File: src/rtl/midori64_ti_round_ctrl.sv
// ---------------------------------------------------------------------------
// midori64_ti_round_ctrl
//
// Round sequencer for the masked (threshold-implementation) Midori64 core.
// One encryption is a single plaintext-load cycle followed by NUM_ROUNDS
// rounds. Each round occupies STAGES cycles of the pipelined TI round
// function. The shared 64-bit state register lives in the datapath; this
// block only tells it when to load and when to capture.
//
// Parameters:
//   NUM_ROUNDS  rounds per encryption (2..16)
//   STAGES      cycles per round, equal to the TI S-box pipeline depth (>=1)
//
// Ports:
//   clk         system clock, everything updates on the rising edge
//   rst_n       synchronous active-low reset
//   start       request a new encryption (only looked at while idle)
//   in_ready    idle and willing to accept start
//   load_pt     state register takes plaintext ^ whitening key this cycle
//   state_en    state register takes the round-function output this cycle
//   round_idx   current round number, selects the round constant
//   key_sel     round-key half select (LSB of round_idx)
//   last_round  final round: datapath skips MixColumn/ShuffleCell and
//               applies the output whitening
//   rand_en     advance the fresh-mask PRNG
//   busy        loading or running rounds
//   out_valid   ciphertext shares are sitting in the state register
//   out_ready   consumer takes the ciphertext
//
// Every output is decoded from registered state only, so no input ever
// reaches an output combinationally.
// ---------------------------------------------------------------------------
module midori64_ti_round_ctrl #(
    parameter int NUM_ROUNDS = 16,
    parameter int STAGES     = 3
) (
    input  logic       clk,
    input  logic       rst_n,
    input  logic       start,
    output logic       in_ready,
    output logic       load_pt,
    output logic       state_en,
    output logic [3:0] round_idx,
    output logic       key_sel,
    output logic       last_round,
    output logic       rand_en,
    output logic       busy,
    output logic       out_valid,
    input  logic       out_ready
);

    // A one-stage pipeline still needs a 1-bit counter so the width never
    // collapses to zero; with STAGES=1 that counter simply stays at 0.
    localparam int SCW = (STAGES > 1) ? $clog2(STAGES) : 1;

    localparam logic [1:0] IDLE  = 2'd0;
    localparam logic [1:0] LOAD  = 2'd1;
    localparam logic [1:0] ROUND = 2'd2;
    localparam logic [1:0] DONE  = 2'd3;

    localparam logic [SCW-1:0] STAGE_LAST = SCW'(STAGES - 1);
    localparam logic [3:0]     ROUND_LAST = 4'(NUM_ROUNDS - 1);

    logic [1:0]     state;
    logic [3:0]     round_cnt;
    logic [SCW-1:0] stage_cnt;
    logic           stage_end;
    logic           round_end;

    // The round function output is ready on the final pipeline stage of a
    // round; that is also the only point where the round number may move.
    assign stage_end = (stage_cnt == STAGE_LAST);
    assign round_end = (round_cnt == ROUND_LAST);

    // Main sequencer. Reset wins over everything, including a round in
    // flight; the datapath contents are deliberately left alone. In ROUND the
    // stage counter free-runs and wraps on the last stage. On the wrap of the
    // final round the round counter is held at NUM_ROUNDS-1 rather than
    // incremented, so it cannot overflow for NUM_ROUNDS=16.
    always_ff @(posedge clk) begin
        if (!rst_n) begin
            state     <= IDLE;
            round_cnt <= '0;
            stage_cnt <= '0;
        end else begin
            case (state)
                IDLE: begin
                    if (start) begin
                        state <= LOAD;
                    end
                end
                LOAD: begin
                    round_cnt <= '0;
                    stage_cnt <= '0;
                    state     <= ROUND;
                end
                ROUND: begin
                    if (stage_end) begin
                        stage_cnt <= '0;
                        if (round_end) begin
                            state <= DONE;
                        end else begin
                            round_cnt <= round_cnt + 4'd1;
                        end
                    end else begin
                        stage_cnt <= stage_cnt + SCW'(1);
                    end
                end
                DONE: begin
                    if (out_ready) begin
                        state <= IDLE;
                    end
                end
                default: begin
                    state <= IDLE;
                end
            endcase
        end
    end

    // Moore output decode. round_idx is gated by state so that IDLE and LOAD
    // show 0 even though round_cnt still holds the last round from the
    // previous encryption. last_round and state_en are only meaningful inside
    // ROUND. DONE keeps presenting the final round number.
    always_comb begin
        in_ready   = 1'b0;
        load_pt    = 1'b0;
        state_en   = 1'b0;
        round_idx  = 4'd0;
        last_round = 1'b0;
        rand_en    = 1'b0;
        busy       = 1'b0;
        out_valid  = 1'b0;
        case (state)
            IDLE: begin
                in_ready = 1'b1;
            end
            LOAD: begin
                load_pt = 1'b1;
                rand_en = 1'b1;
                busy    = 1'b1;
            end
            ROUND: begin
                busy       = 1'b1;
                rand_en    = 1'b1;
                round_idx  = round_cnt;
                state_en   = stage_end;
                last_round = round_end;
            end
            DONE: begin
                out_valid = 1'b1;
                round_idx = ROUND_LAST;
            end
            default: begin
                in_ready = 1'b0;
            end
        endcase
    end

    // The round key alternates halves with the round number.
    assign key_sel = round_idx[0];

endmodule

File: config.mk
export PLATFORM = sky130hd
export DESIGN_NAME = midori64_ti_round_ctrl
export DESIGN_NICKNAME = d
export VERILOG_FILES = /design/src/rtl/midori64_ti_round_ctrl.sv
export SDC_FILE = /design/constraint.sdc
export NUM_CORES = 1
export LEC_CHECK = 0
export CAP_MARGIN = 30
export CORE_AREA = 8 8 45 47
export DETAILED_ROUTE_END_ITERATION = 7
export DIE_AREA = 0 0 53 55
export PLACE_DENSITY_LB_ADDON = 0.2
export SLEW_MARGIN = 40
export SYNTH_ARGS = -nofsm -noshare
export SYNTH_HDL_FRONTEND = slang
export SYNTH_SLANG_ARGS = --single-unit
File: constraint.sdc
create_clock -name clk -period 1.8 [get_ports clk]
set_input_delay 0.18 -clock clk [delete_from_list [all_inputs] [get_ports clk]]
set_output_delay 0.18 -clock clk [all_outputs]
set_load 0.05 [all_outputs]
## Yosys cells after proc, flatten, opt, wreduce, memory -nomap -nowiden

Cells that the tools add are included.
Widths: inputs -> output; s select.

| cells by class | value |
|---|---|
| div/mod/pow operators | 0 |
| order comparisons | 0 |
| bitwise operators | 0 |
| multipliers | 0 |
| equality and inequality tests | 10 |
| add/subtract/negate cells | 2 |
| reductions and logical operators | 5 |
| shift-type cells | 0 |
| multiplexer cells | 17 |

Operators by type and width:

| operator | count |
|---|---|
| $pmux 4 s2 | 2 |
| $mux 2 | 5 |
| $ne 2x2->1 const B | 5 |
| $mux 4 | 2 |
| $pmux 2 s4 | 1 |
| $eq 2x2->1 const B | 3 |
| $mux 1 | 6 |
| $add 4x1->4 const B | 1 |
| $eq 4x4->1 const B | 1 |
| $pmux 2 s2 | 1 |
| $reduce_and 4->1 | 1 |
| $reduce_and 3->1 | 1 |
| $add 2x1->2 const B | 1 |
| $eq 2x1->1 const B | 1 |
| $logic_not 2->1 | 1 |
| $reduce_bool 2->1 | 1 |
| $reduce_or 2->1 | 1 |

| word-level totals | value |
|---|---|
| memory bits (read-only) | 0 |
| input port bits | 4 |
| register bits after elaboration | 8 |
| latch bits | 0 |
| memories | 0 |
| RAM bits | 0 |
| output and inout bits | 12 |

## Depth between registers and ports, before layout

Gate-level depths: netlist of the first run.

| logic depth | value |
|---|---|
| word-level depth | 4 |
| depth in mapped cells | 6 |
| depth with buffers taken out | 5 |

## Worst setup path after synthesis of the first run

Ideal clock, no wire load.

| timing path | value |
|---|---|
| kind | reg-to-reg |
| start point | reg state[0] |
| end point | reg round_cnt[3] |
| setup time | 0.086 ns |
| stages on the path, launching flop included | 6 |
| arrival time | 1.717 ns |
| clock period less this slack | 1.803 ns |
| buffers on the path | 0 |
| path slack | -0.003 ns |
| data required time | 1.714 ns |
| cells stage by stage | dfxtp_1 inv_1 ha_1 a21boi_2 a41oi_1 a211oi_1 |

| on the way | value |
|---|---|
| word-level cells in the longest chain between the ends | 3 |
| elaborated cells between the ends (all ways) | 7 |

RTL lines:

| element | line | RTL |
|---|---|---|
| start: declaration | 64 | `logic [1:0] state;` |
| start signal: assignment | 82 | `state <= IDLE;` |
| start signal: assignment | 89 | `state <= LOAD;` |
| start signal: assignment | 95 | `state <= ROUND;` |
| $eq 2x2->1 or $eq 2x1->1 (tied branches) | 86 | `case (state)` |
| $ne 2x2->1 (no source line) or $reduce_bool 2->1 (tied branches) | -- |  |
| $reduce_and 3->1 (no source line) | -- |  |
| end signal: assignment | 103 | `round_cnt <= round_cnt + 4'd1;` |
| end: declaration | 65 | `logic [3:0] round_cnt;` |

Parallel ways exist; a longest one is shown, timed or not.
A chain may end at the register's enable or synchronous reset.

## Final worst setup path of the first run

| timing path | value |
|---|---|
| start point | reg state[0] |
| end point | out round_idx[0] |

| on the way | value |
|---|---|
| word-level cells in the longest chain between the ends | 2 |
| elaborated cells between the ends (all ways) | 3 |

RTL lines:

| element | line | RTL |
|---|---|---|
| $eq 2x2->1 | 134 | `case (state)` |
| $pmux 4 s2 * | 134 |  |
| end: declaration | 43 | `output logic [3:0] round_idx,` |

Every way passes the cells marked *; elsewhere a longest branch is shown, timed or not.

==> results of run 1 <==
==> timing repair <==
item	in CTS	in global routing
buffers inserted	0	0
endpoints found under the setup margin	0	7
resized for setup	0	1
==> power by group <==
| group | switching, mW | total [mW] | internal [mW] | leakage (nW) |
|---|---|---|---|---|
| Sequential | 0.0294 | 0.231 | 0.201 | 0.0649 |
| Clock | 0.0617 | 0.138 | 0.0764 | 0.0138 |
| Combinational | 0.520 | 0.898 | 0.378 | 0.244 |
==> cells in the mapped netlist <==
cell	instances	area [um2]
o21ai_0	2	10.0
nand4_1	1	6.26
a21oi_1	3	15.0
nand2b_1	1	6.26
a211oi_1	2	15.0
or2b_1	1	7.51
buf_2	1	5.00
nand2b_4	1	13.8
and2_1	1	6.26
buf_4	2	15.0
clkinv_1	1	3.75
o21a_1	1	7.51
a21boi_2	2	22.5
o22ai_1	2	12.5
a31o_2	4	35.0
nor2_1	4	15.0
mux2i_1	1	10.0
a41oi_1	1	8.76
and3_1	1	6.26
nand2_1	7	26.3
dfxtp_1	8	160
inv_1	5	18.8
mux2_2	1	11.3
ha_1	6	75.1
nand3_1	3	15.0
a222oi_1	1	10.0
nor2b_1	1	6.26
==> stage by stage <==
stage	instances	hold WS [ns]
finish	96	0.531
global route	96	0.566
CTS	96	0.535
detailed placement	93	0.526
global placement	93	0.503
floorplan	64	0.327
==> flip-flops by register name (all words and copies together) (netlist names) <==
register   cells
stage_cnt      2
state          2
round_cnt      4
==> layer usage <==
layer	track usage	up-vias	wire (um)
met5	0	-	0
met1	0.101	238	555
met3	0.0187	2	94
met2	0.156	16	583
li1	-	258	-
met4	0.0647	0	12
==> layout make-up <==
| type | count | area, um2 | share of cell area |
|---|---|---|---|
| clock buffer | 3 | 22.5 | 0.0277 |
| tap | 16 | 20.0 | 0.0247 |
| inverter | 6 | 22.5 | 0.0277 |
| multi-input combinational | 47 | 347 | 0.427 |
| timing repair buffer | 16 | 240 | 0.296 |
| sequential | 8 | 160 | 0.197 |
==> worst reg2reg max path, stage by stage, from the launching register on <==
cell and delay, ns:
dfxtp_1 0.38, inv_1 0.10, ha_1 0.30, a222oi_1 0.33, a21boi_2 0.26, mux2i_1 0.18
==> final timing paths <==
kind | start | to
min | state[1] | state[1]
max reg2reg | state[0] | state[1]
min reg2reg | state[1] | state[1]
max | state[0] | round_idx[0]
==> logic make-up (layout without fill, tap and decap cells) <==
| kind of cell | Yosys count | in the layout | synth area share |
|---|---|---|---|
| compound gates | 18 | 18 | 0.251 |
| fa+ha+maj | 6 | 6 | 0.138 |
| buf+inv | 9 | 25 | 0.0781 |
| flops | 8 | 8 | 0.294 |
| mux | 2 | 2 | 0.0391 |
| simple gates | 21 | 21 | 0.200 |
==> summary.md, run 1 <==
| Metric | Value |
|---|---|
| Seq cells post-synth | 8 |
| Final Cycle Share | 0.932 |
| DRC Markers | 0 |
| Seq/Total Area, Yosys | 0.294 |
| Crit start category | flop |
| Worst Path Arrival | 1.50 ns |
| Num CTS Buffers | 3 |
| Top Ports | 16 |
| Row count | 14 |
| Latest clock arrival within the worst-skew pair | 0.25 ns |
| Most frequent cells in the layout | 9 x buf_12, 8 x dfxtp_1, 7 x nand2_1 |
| Via density | 5.35 |
| Cell variety after synth | 27 |
| Initial antenna violation count | 0 |
| Total chip power | 1.27 mW |
| Fraction of layout cells with a size suffix above 1 | 0.325 |
| Max-slew violations | 0 |
| Buffers and inverters on the worst path | 2 |
| Gate Count Post-Synth | 64 |
| Die Ht | 55 um |
| Status | complete, no violations |
| Syn_area_per_cell | 8.50 um2 |
| HPWL Detailed | 987 um |
| Utilization after layout | 0.587 |
| Clock transition at path regs | 0.05 ns |
| Starting density of the core | 0.393 |
| Area Growth Syn to Fin | 49.2% |
| RD Place Congestion | 0.764 |
| Fmax | 0.596 GHz |
| Max-Cap Viols | 0 |
| Power Dens Cells | 1560 mW/mm2 |
| Setup WS post-layout | 0.123 ns |
| Via Count | 514 |
| Initial DRC count | 9 |
| Min Tclk post-route | 1.68 ns |
| Cell depth of the worst setup path | 4 |
| Place WS | 0.187 ns |
| Final setup vio count | 0 |
| CP endpoint kind | output pin |
| Number of global-route vias before repair | 478 |
| VDD IR max | 1.09 mV |
| Synthesized area | 544 um2 |
| Pin count of the biggest net entering global routing | 13 |
| Fin Setup TNS | 0 ns |
| Final Hold Vio Count | 0 |
| Crit path required time | 1.62 ns |
| Crit-path max cell delay | 0.38 ns |
| WHS Path Cells | 2 |
| Diode count | 0 |
| Worst Clk Skew | 0.000906 ns |
| Total core area | 0.00138 mm2 |
| Max H-tree Level | 1 |
| CP Class | flop to output pin |
| GRT Util Overall | 0.0919 |
| Worst-Margin Slew | 0.372 ns |
| Fillers | 131 |
| Die area | 0.00292 mm2 |
| Post-synth net total | 74 |
| CTS Sinks | 8 |
| Cell Chain, Critical Path | inv_1 > ha_1 > a31o_2 > buf_12 |
| Leak | 0.323 nW |
| Synth warn | 0 |
| Unrepaired setup endpoints after global routing | false |
| Design area | 812 um2 |
| Worst r2r path cells | 5 |
| Dpl cell area | 787 um2 |
| Total Wirelength | 1250 um |
| CTS tree | built |
| CP top delay family | flip-flops |
| Commonest non-fill, non-tap cell in the layout | buf_12 |
| Slowest cell on crit path | dfxtp_1 |
| Max clock buf depth | 2 |
| HP Class | flop to flop |
| WL per Instance | 13.0 um |
| First-pass GRT wire length | 2020 um |
| Rel. slew slack | 0.752 |
| Root buf cell | clkbuf_4 |
| Routed Antenna Nets | 0 |
| Hold-fix buffers, CTS | 0 |
| First-pass detailed-route iteration total | 4 |
| Worst Path Max Fanout | 7 |
| I/O Buffers | 15 |
| R2R setup slack | 0.19 ns |
| Final #Nets | 92 |
| Chip width | 53 um |
| GRT Residual Overflow | 0 |
No activity file was read; power rests on OpenSTA's default activity.
==> run 2: changes to the inputs <==
--- a/config.mk
+++ b/config.mk
@@ -10,6 +10,7 @@
 export DETAILED_ROUTE_END_ITERATION = 7
 export DIE_AREA = 0 0 53 55
 export PLACE_DENSITY_LB_ADDON = 0.2
+export SETUP_SLACK_MARGIN = 0.3
 export SLEW_MARGIN = 40
 export SYNTH_ARGS = -nofsm -noshare
 export SYNTH_HDL_FRONTEND = slang
==> run 2 against run 1 <==
  * Setup slack better by 0.16 ns
  * Highest routed layer unchanged
  * Clock power hardly changed
  * Sequential power is 10% higher
  * Cell count is 6.3% higher
  * Total power is 22% higher
  * Count of clock-buffer cells in the layout stayed put
  * First-iteration DRC count grew to 2.8 times the previous value
  * Fmax is 10% higher
  * Cell area is 19% higher
  * Flip-flop and latch count stayed put
  * Wire length is 23% higher
==> summary.md, run 2 (synthesized netlist as in run 1, its figures left out) <==
| Metric | Value |
|---|---|
| Critical Path End | round_idx[2] |
| Commonest non-fill, non-tap cell in the layout | buf_12 |
| First-pass detailed-route iteration total | 6 (+2) |
| Hold-fix buffers, CTS | 0 (unchanged) |
| Cell Chain, Critical Path | buf_6 > ha_4 > a31o_2 > buf_12 |
| Critical path origin | state[1] |
| CTS Sinks | 8 (unchanged) |
| HPWL Detailed | 972 um (-1.6%) |
| Hold Startpoint | state[1] |
| RD Place Congestion | 0.782 (+2.3%) |
| Chip width | 53 um (unchanged) |
| Design area | 966 um2 (+19%) |
| Crit start category | flop |
| Latest clock arrival within the worst-skew pair | 0.25 ns (about the same) |
| Rel. slew slack | 0.764 (+0.0124) |
| Final Hold Vio Count | 0 (unchanged) |
| Placed cell count | 92 (-1.1%) |
| Starting density of the core | 0.393 (unchanged) |
| Max-Cap Viols | 0 (unchanged) |
| Routed Antenna Nets | 0 (unchanged) |
| CP Class | flop to output pin |
| Fmax | 0.658 GHz (+10%) |
| Slowest cell on crit path | dfxtp_4 |
| Via density | 5.43 (+1.4%) |
| Sw power | 0.692 mW (+13%) |
| Root buf cell | clkbuf_4 |
| Number of global-route vias before repair | 515 (+7.7%) |
| Leak | 0.367 nW (+14%) |
| Worst Clk Skew | 0.00558 ns (+0.00468 ns) |
| Fillers | 100 (-24%) |
| Dpl cell area | 803 um2 (+2.1%) |
| Worst Path Arrival | 1.34 ns (-0.16 ns) |
| Final Cycle Share | 0.845 (-0.0873) |
| CTS tree | built |
| Total core area | 0.00138 mm2 (unchanged) |
| Worst Path Max Fanout | 7 (unchanged) |
| Crit path required time | 1.62 ns (about the same) |
| Cell internal pwr | 0.853 mW (+30%) |
| Row count | 14 (unchanged) |
| Sequential share of power | 0.164 (-0.018) |
| Area Growth Syn to Fin | 77.5% |
| First-pass GRT wire length | 2170 um (+7.5%) |
| Max clock buf depth | 2 (unchanged) |
| WL per Instance | 15.1 um (+16%) |
| Unrepaired setup endpoints after global routing | true |
| CP endpoint kind | output pin |
| Num CTS Buffers | 3 (unchanged) |
| Clock transition at path regs | 0.06 ns (about the same) |
| Final setup vio count | 0 (unchanged) |
| GRT Residual Overflow | 0 (unchanged) |
| Power Dens Cells | 1600 mW/mm2 (+2.5%) |
| Worst r2r path cells | 5 (unchanged) |
| Max-slew violations | 0 (unchanged) |
| Pin count of the biggest net entering global routing | 10 (-3) |
| Worst-Margin Slew | 0.353 ns (-0.0187 ns) |
| Max H-tree Level | 1 (unchanged) |
| I/O Buffers | 15 (unchanged) |
| Status | complete, no violations |
| Via Count | 554 (+7.8%) |
| Comb pwr share | 0.746 (+0.037) |
| Initial DRC count | 25 (+16) |
| Final #Nets | 98 (+6.5%) |
| Total Wirelength | 1540 um (+23%) |
| Reg2reg start | state[1] |
| Max reg flops | 4 (unchanged) |
| GRT Util Overall | 0.0974 (+0.00547) |
| Largest regs | round_cnt: 4 flops, stage_cnt: 2 flops, state: 2 flops |
| Min Tclk post-route | 1.52 ns (-0.157 ns) |
| Initial antenna violation count | 0 (unchanged) |
| HP Class | flop to flop |
| VDD IR max | 1.31 mV (+20%) |
| Clk network pwr share | 0.090 (-0.019) |
| Fin Setup TNS | 0 ns (unchanged) |
| Fraction of layout cells with a size suffix above 1 | 0.512 (+0.187) |
| Top reg by flops | round_cnt |
| Diode count | 0 (unchanged) |
| DRC Markers | 0 (unchanged) |
| Worst flop-to-flop path endpoint | state[1] |
| Die area | 0.00292 mm2 (unchanged) |
| R2R setup slack | 0.30 ns (+0.11 ns) |
| Most frequent cells in the layout | 10 x buf_12, 7 x nand2_1, 7 x buf_4 |
| Top Ports | 16 (unchanged) |
| Die Ht | 55 um (unchanged) |
| Final Non-Filler Cells | 102 (+6.3%) |
| Sw Share | 0.448 (-0.0346) |
| Crit-path max cell delay | 0.37 ns (about the same) |
run 2: changes by cell type in the layout (fill, tap and decap cells not counted), moves of 2 or more:
cell / before / now
buf_4: 4 / 7
buf_6: 0 / 2
dfxtp_1: 8 / 4
dfxtp_4: 0 / 3
ha_1: 4 / 1
ha_4: 0 / 4
inv_1: 5 / 3
run 2: stage by stage:
stage | hold WS, ns | setup WS (ns) | utilization | total power [mW]
floorplan | 0.327 | 0.280 | - | 0.887
global placement | 0.506 | 0.192 | 0.580 | 1.15
detailed placement | 0.520 | 0.163 | 0.580 | 1.16
CTS | 0.501 | 0.274 | 0.660 | 1.46
global route | 0.534 | 0.207 | 0.698 | 1.62
finish | 0.518 | 0.280 | 0.698 | 1.54
run 2: how the worst min path moves through the flow:
stage | to | depth (start not counted)
floorplan | state[1] | 2
detailed placement | round_cnt[1] | 2
finish | state[1] | 2
global placement | state[1] | 2
CTS | round_cnt[1] | 2
global route | state[1] | 2
run 2: layer usage:
| layer | track usage | vias to the layer above | part of all wire |
|---|---|---|---|
| li1 | - | 271 | - |
| met1 | 0.113 | 259 | 0.44 |
| met2 | 0.150 | 22 | 0.48 |
| met3 | 0.0401 | 2 | 0.073 |
| met4 | 0.0517 | 0 | 0.0065 |
| met5 | 0 | - | 0 |
run 2: power by group through the flow:
| stage | logic (mW) | registers, mW | clock network [mW] |
|---|---|---|---|
| global placement | 0.923 | 0.232 | 0 |
| global route | 1.21 | 0.257 | 0.154 |
| detailed placement | 0.924 | 0.235 | 0 |
| finish | 1.15 | 0.254 | 0.139 |
| floorplan | 0.660 | 0.227 | 0 |
| CTS | 1.08 | 0.252 | 0.138 |
run 2: worst max-delay path: cells and delay by family, from the launching register on:
kind | cells | cell delay (ns)
compound gates | 1 | 0.27
fa+ha+maj | 1 | 0.18
buf+inv | 2 | 0.27
flops | 1 | 0.37
run 2: timing repair:
action / in CTS / in global routing
cloned: 0 / 0
hold endpoints to repair: 0 / 0
setup endpoints to repair: 13 / 15
pin swaps: 3 / 2
setup buffers: 3 / 4
resized for setup: 15 / 6
run 2: layout make-up:
type / count / area, um2 / share of cell area
Clock buffer: 3 / 22.5 / 0.0233
Inverter: 6 / 25.0 / 0.0259
Multi-Input combinational cell: 47 / 420 / 0.435
Sequential cell: 8 / 173 / 0.179
Tap cell: 16 / 20.0 / 0.0207
Timing Repair Buffer: 22 / 305 / 0.316
==> run 3: changes to the inputs <==
==> constraint.sdc (replaced) <==
create_clock -name clk -period 1.55 [get_ports clk]
set_input_delay 0.155 -clock clk [delete_from_list [all_inputs] [get_ports clk]]
set_output_delay 0.155 -clock clk [all_outputs]
set_load 0.05 [all_outputs]
==> run 3 against run 2 <==
  * The run now ends with setup timing left
  * Die area stayed put
  * Hold slack better by 0.0082 ns
  * Via count is 14% higher
  * Cell area is 26% higher
  * Count of clock-buffer cells in the layout is 1 higher
  * Sequential share of layout area is 3.5 points lower
  * Critical path type is now flop to flop
  * Largest power group unchanged
  * Highest routed layer unchanged
==> summary.md, run 3 (synthesized netlist as in run 1, its figures left out) <==
| Metric | Value |
|---|---|
| Fillers | 58 (-42%) |
| Worst-Margin Slew | 0.478 ns (+0.124 ns) |
| GRT Residual Overflow | 0 (unchanged) |
| Total core area | 0.00138 mm2 (unchanged) |
| CP Class | flop to flop |
| Max-slew violations | 0 (unchanged) |
| Largest regs | round_cnt: 4 flops, stage_cnt: 2 flops, state: 2 flops |
| Max-Cap Viols | 0 (unchanged) |
| Final #Nets | 109 (+11%) |
| Die Ht | 55 um (unchanged) |
| Routed Antenna Nets | 0 (unchanged) |
| RD Place Congestion | 0.711 (-9.1%) |
| Power Dens Cells | 1790 mW/mm2 (+12%) |
| First-pass detailed-route iteration total | 4 (-2) |
| HPWL Detailed | 988 um (+1.6%) |
| Setup WS post-layout | -0.0616 ns (-0.341 ns) |
| Latest clock arrival within the worst-skew pair | 0.25 ns (about the same) |
| WL per Instance | 18.1 um (+20%) |
| Buffers and inverters on the worst path | 1 (-1) |
| Diode count | 0 (unchanged) |
| CP endpoint kind | flop |
| Via density | 5.54 (+2.1%) |
| Top reg by flops | round_cnt |
| Initial DRC count | 12 (-52%) |
| Total chip power | 2.18 mW (+41%) |
| Max reg flops | 4 (unchanged) |
| Starting density of the core | 0.393 (unchanged) |
| Top Ports | 16 (unchanged) |
| Max H-tree Level | 1 (unchanged) |
| CTS Sinks | 8 (unchanged) |
| Final setup vio count | 3 (+3) |
| First-pass GRT wire length | 2330 um (+7.3%) |
| Dpl cell area | 911 um2 (+13%) |
| Crit path required time | 1.73 ns (+0.11 ns) |
| Status | complete, but fails checks |
| Design area | 0.00122 mm2 (+26%) |
| CTS tree | built |
| Initial antenna violation count | 0 (unchanged) |
| Root buf cell | clkbuf_4 |
| Unrepaired setup endpoints after global routing | true |
| Number of global-route vias before repair | 541 (+5.0%) |
| Commonest non-fill, non-tap cell in the layout | buf_12 |
| Leak | 0.466 nW (+27%) |
| Area Growth Syn to Fin | 123% |
| Fraction of layout cells with a size suffix above 1 | 0.684 (+0.172) |
| Final Hold Vio Count | 0 (unchanged) |
| Worst Clk Skew | 0.00653 ns (+0.000947 ns) |
| Slowest cell on crit path | a222oi_1 |
| Fmax | 0.620 GHz |
| Min Tclk post-route | 1.61 ns |
| Failing checks | setup timing |
| DRC Markers | 0 (unchanged) |
| Rel. slew slack | 0.682 (-0.0827) |
| GRT Util Overall | 0.108 (+0.0105) |
| Clock transition at path regs | 0.06 ns (about the same) |
| Num CTS Buffers | 3 (unchanged) |
| VDD IR max | 1.91 mV (+46%) |
| Total Wirelength | 2060 um (+34%) |
| Die area | 0.00292 mm2 (unchanged) |
| Max clock buf depth | 2 (unchanged) |
| Hold-fix buffers, CTS | 0 (unchanged) |
| Most frequent cells in the layout | 13 x buf_12, 11 x buf_4, 7 x nand2_1 |
| Row count | 14 (unchanged) |
| Crit start category | flop |
| Chip width | 53 um (unchanged) |
| Pin count of the biggest net entering global routing | 13 (+3) |
| I/O Buffers | 15 (unchanged) |
| Final Cycle Share | 1.04 |
| HP Class | flop to flop |
| Via Count | 632 (+14%) |
| Cell Chain, Critical Path | inv_4 > ha_4 > a222oi_1 > a21boi_2 > mux2i_1 |
| Worst Path Arrival | 1.79 ns (+0.45 ns) |
| Worst Path Max Fanout | 5 (-2) |
| CP top delay family | compound AO/OA/AOI/OAI gates |
| Crit-path max cell delay | 0.43 ns (+0.06 ns) |
==> run 3: cell type report <==
cell class                 instances  area [um2]  area share
clock buffer                       4        26.3      0.0216
inverter                           6        32.5      0.0267
multi-input combinational         47         518       0.426
sequential                         8         175       0.144
tap                               16        20.0      0.0165
timing repair buffer              33         444       0.365
==> run 3: metrics by stage <==
stage / hold slack, ns / setup TNS (ns) / instances / setup WS, ns / util
floorplan: 0.291 / 0 / 64 / 0.137 / -
global placement: 0.507 / 0 / 94 / 0.0194 / 0.658
detailed placement: 0.508 / -0.0295 / 94 / -0.0295 / 0.658
CTS: 0.521 / 0 / 102 / 0.00727 / 0.741
global route: 0.552 / -0.407 / 114 / -0.129 / 0.879
finish: 0.526 / -0.0849 / 114 / -0.0616 / 0.879
==> run 3: repair_timing <==
item	in CTS	in global routing
setup endpoints to repair	17	19
gates resized for setup	10	25
pin swaps	6	10
setup buffers	4	12
==> run 3: worst paths after layout <==
| path | start | to | slack [ns] | depth (start not counted) |
|---|---|---|---|---|
| max reg2reg | state[1] | state[1] | -0.06 | 5 |
| min reg2reg | round_cnt[0] | round_cnt[0] | 0.53 | 2 |
| max | state[1] | state[1] | -0.06 | 5 |
| min | round_cnt[0] | round_cnt[0] | 0.53 | 2 |
==> run 3: metal layers <==
layer,vias to the layer above,routed length (um),part of all wire,GRT usage
met5,-,0,0,0
met4,0,53,0.026,0.0819
met3,6,126,0.061,0.0214
met2,19,1040,0.51,0.199
met1,309,839,0.41,0.104
li1,298,-,-,-
==> run 3: power by group <==
group,total [mW],internal (mW),switching (mW)
combinational,1.69,0.876,0.816
clock,0.171,0.0986,0.0728
sequential,0.314,0.246,0.0682
==> run 3: worst min-delay path: cells and delay by family (launching register included) <==
| family | cells | cell delay, ns |
|---|---|---|
| flip-flops | 1 | 0.36 |
| AND/OR/NAND/NOR | 1 | 0.06 |
| AO/OA/AOI/OAI | 1 | 0.07 |
==> variant: new RTL, settings of run 3 <==
Change the parameter `STAGES` from 3 to 2.
--- a/src/rtl/midori64_ti_round_ctrl.sv
+++ b/src/rtl/midori64_ti_round_ctrl.sv
@@ -34,3 +34,3 @@
     parameter int NUM_ROUNDS = 16,
-    parameter int STAGES     = 3
+    parameter int STAGES     = 2
 ) (
Formal check against the unedited RTL: not equivalent (a bounded check fails within 4 cycles, from zero or initial values and one cycle with rst_n low).
==> variant against run 3 <==
The flow still finishes with violations (setup timing). Wire length decreased by 18%. Die area unchanged. Worst setup slack improved by 0.024 ns. Synthesized area decreased by 3.2%. Combinational power increased by 15%. Non-clock buffer count decreased by 2. Clock skew decreased by 0.0015 ns. Core utilization decreased by 6.9 points. Total power increased by 11%. Sequential share of layout area decreased by 0.90 points. Cell area decreased by 7.8%. Sequential power decreased by 8.0%. Sequential cell count decreased by 1. Critical path type is now reg -> out. Highest routed layer unchanged.
==> variant: results <==
export IMPL_gr_usage_all_layers=0.133
export IMPL_htree_num_levels=1
export IMPL_initialDrtViolationCount=14
export IMPL_grt_pass1_vias=583
export IMPL_synth_nets=66
export IMPL_finClkSkew_ns=0.00499
export IMPL_yosysWarnings=0
export IMPL_clockBufferDepth=2
export IMPL_fillers=78
export IMPL_cts_root_buf="clkbuf_4"
export IMPL_finalSetupViolations=5
export IMPL_worstMarginPinSlew_ns=0.338
export IMPL_cts_sinks=7
export IMPL_clock_latency_ns=0.25
export IMPL_grt_max_degree=11
export IMPL_ys_async_sr_fraction=0
export IMPL_multi_input_area_um2=468
export IMPL_powerDensity_nw_per_um2=2150
export IMPL_p_sw_mw=1.07
export IMPL_multi_input_gates=41
export IMPL_wl_met2_um=838
export IMPL_top_regs="round_cnt: 4 flops, state: 2 flops, stage_cnt: 1 flops"
export IMPL_grt_util_met1=0.160
export IMPL_final_clk_cell_share=0.0234
export IMPL_clkPwrFrac=0.071
export IMPL_synth_cell_types=27
export IMPL_vdd_ir_drop_worst_mv=2.20
export IMPL_outcome="finished, violations left"
export IMPL_nets=98
export IMPL_cts_inserted_buffers=3
export IMPL_synth_common_cells="dfxtp_1 (7), ha_1 (6), mux2i_1 (5), nand2_1 (5)"
export IMPL_layout_drive_gt1_share=0.609
export IMPL_wl_met3_um=96
export IMPL_p_leak_nw=0.455
export IMPL_nClkBuffers=4
export IMPL_synth_area_top_cells="dfxtp_1 (27%), ha_1 (14%), mux2i_1 (9.5%)"
export IMPL_dr_total_vias=543
export IMPL_dp_slack_ns=0.0187
export IMPL_grt_antenna_before_repair=0
export IMPL_grt_util_met3=0.0428
export IMPL_arrival_ns=1.43
export IMPL_worstPathMaxFanout=6
export IMPL_n_all_inverters=4
export IMPL_timing_final_ws_setup_ns=-0.0381
export IMPL_pwr_share_comb=0.809
export IMPL_firstDrtPassIters=7
export IMPL_nonClkBufAreaFrac=0.382
export IMPL_use_met2=0.221
export IMPL_seq_area_frac_synth=0.266
export IMPL_synth_top_area_share=0.266
export IMPL_gp_congestion=0.715
export IMPL_n_antenna_cell=0
export IMPL_hpwl_mm=1.10
export IMPL_seq_share=0.135
export IMPL_met1_length_um=739
export IMPL_wl_per_cell_um=16.5
export IMPL_signal_buffers=31
export IMPL_violations="setup timing"
export IMPL_grt_pass1_wl_mm=2.86
variant: cell count changes after synthesis, sizes merged, moves of 2 or more:
cell / run 3 / this run
nand2: 7 / 5
a21oi: 3 / 0
mux2i: 1 / 5
nor2: 4 / 1
inv: 5 / 3
a211oi: 2 / 0
o22ai: 2 / 0
variant: what timing repair did:
| action | CTS | global route |
|---|---|---|
| gates resized for setup | 26 | 1 |
| hold endpoints to repair | 0 | 0 |
| setup endpoints to repair | 18 | 19 |
| pin swaps | 6 | 3 |
| setup buffers | 8 | 0 |
variant: metrics by stage:
step	setup TNS [ns]	cell area (µm²)	cells	hold WS [ns]	utilization
5_1_grt	-0.457	1120	103	0.539	0.810
3_5_place_dp	0	898	91	0.499	0.649
4_1_cts	-0.236	1120	103	0.507	0.808
3_3_place_gp	0	898	91	0.501	0.649
2_1_floorplan	0	572	56	0.466	-
6_report	-0.153	1120	103	0.513	0.810
variant: cell families (layout without fill, tap and decap cells):
logic type                 Yosys count  after routing  share of synthesized area
AOI/OAI and AO/OA                   10             10                      0.190
and+or+nand+nor                     20             20                      0.233
buffers and inverters                8             39                     0.0736
muxes                                5              5                     0.0950
adders and majority gates            6              6                      0.143
DFF                                  7              7                      0.266
variant: worst paths after layout:
path	startpoint	to	slack, ns	depth (start not counted)
worst min-delay path	round_cnt[1]	round_cnt[1]	0.51	2
worst max-delay path	state[1]	key_sel	-0.04	5
worst max register to register	state[1]	round_cnt[3]	0	6
worst min register to register	round_cnt[1]	round_cnt[1]	0.51	2
variant: critical path: stages, from the launching register on:
cell     delay [ns]
dfxtp_4        0.39
ha_4           0.17
buf_6          0.11
buf_6          0.13
a31o_4         0.24
buf_12         0.15
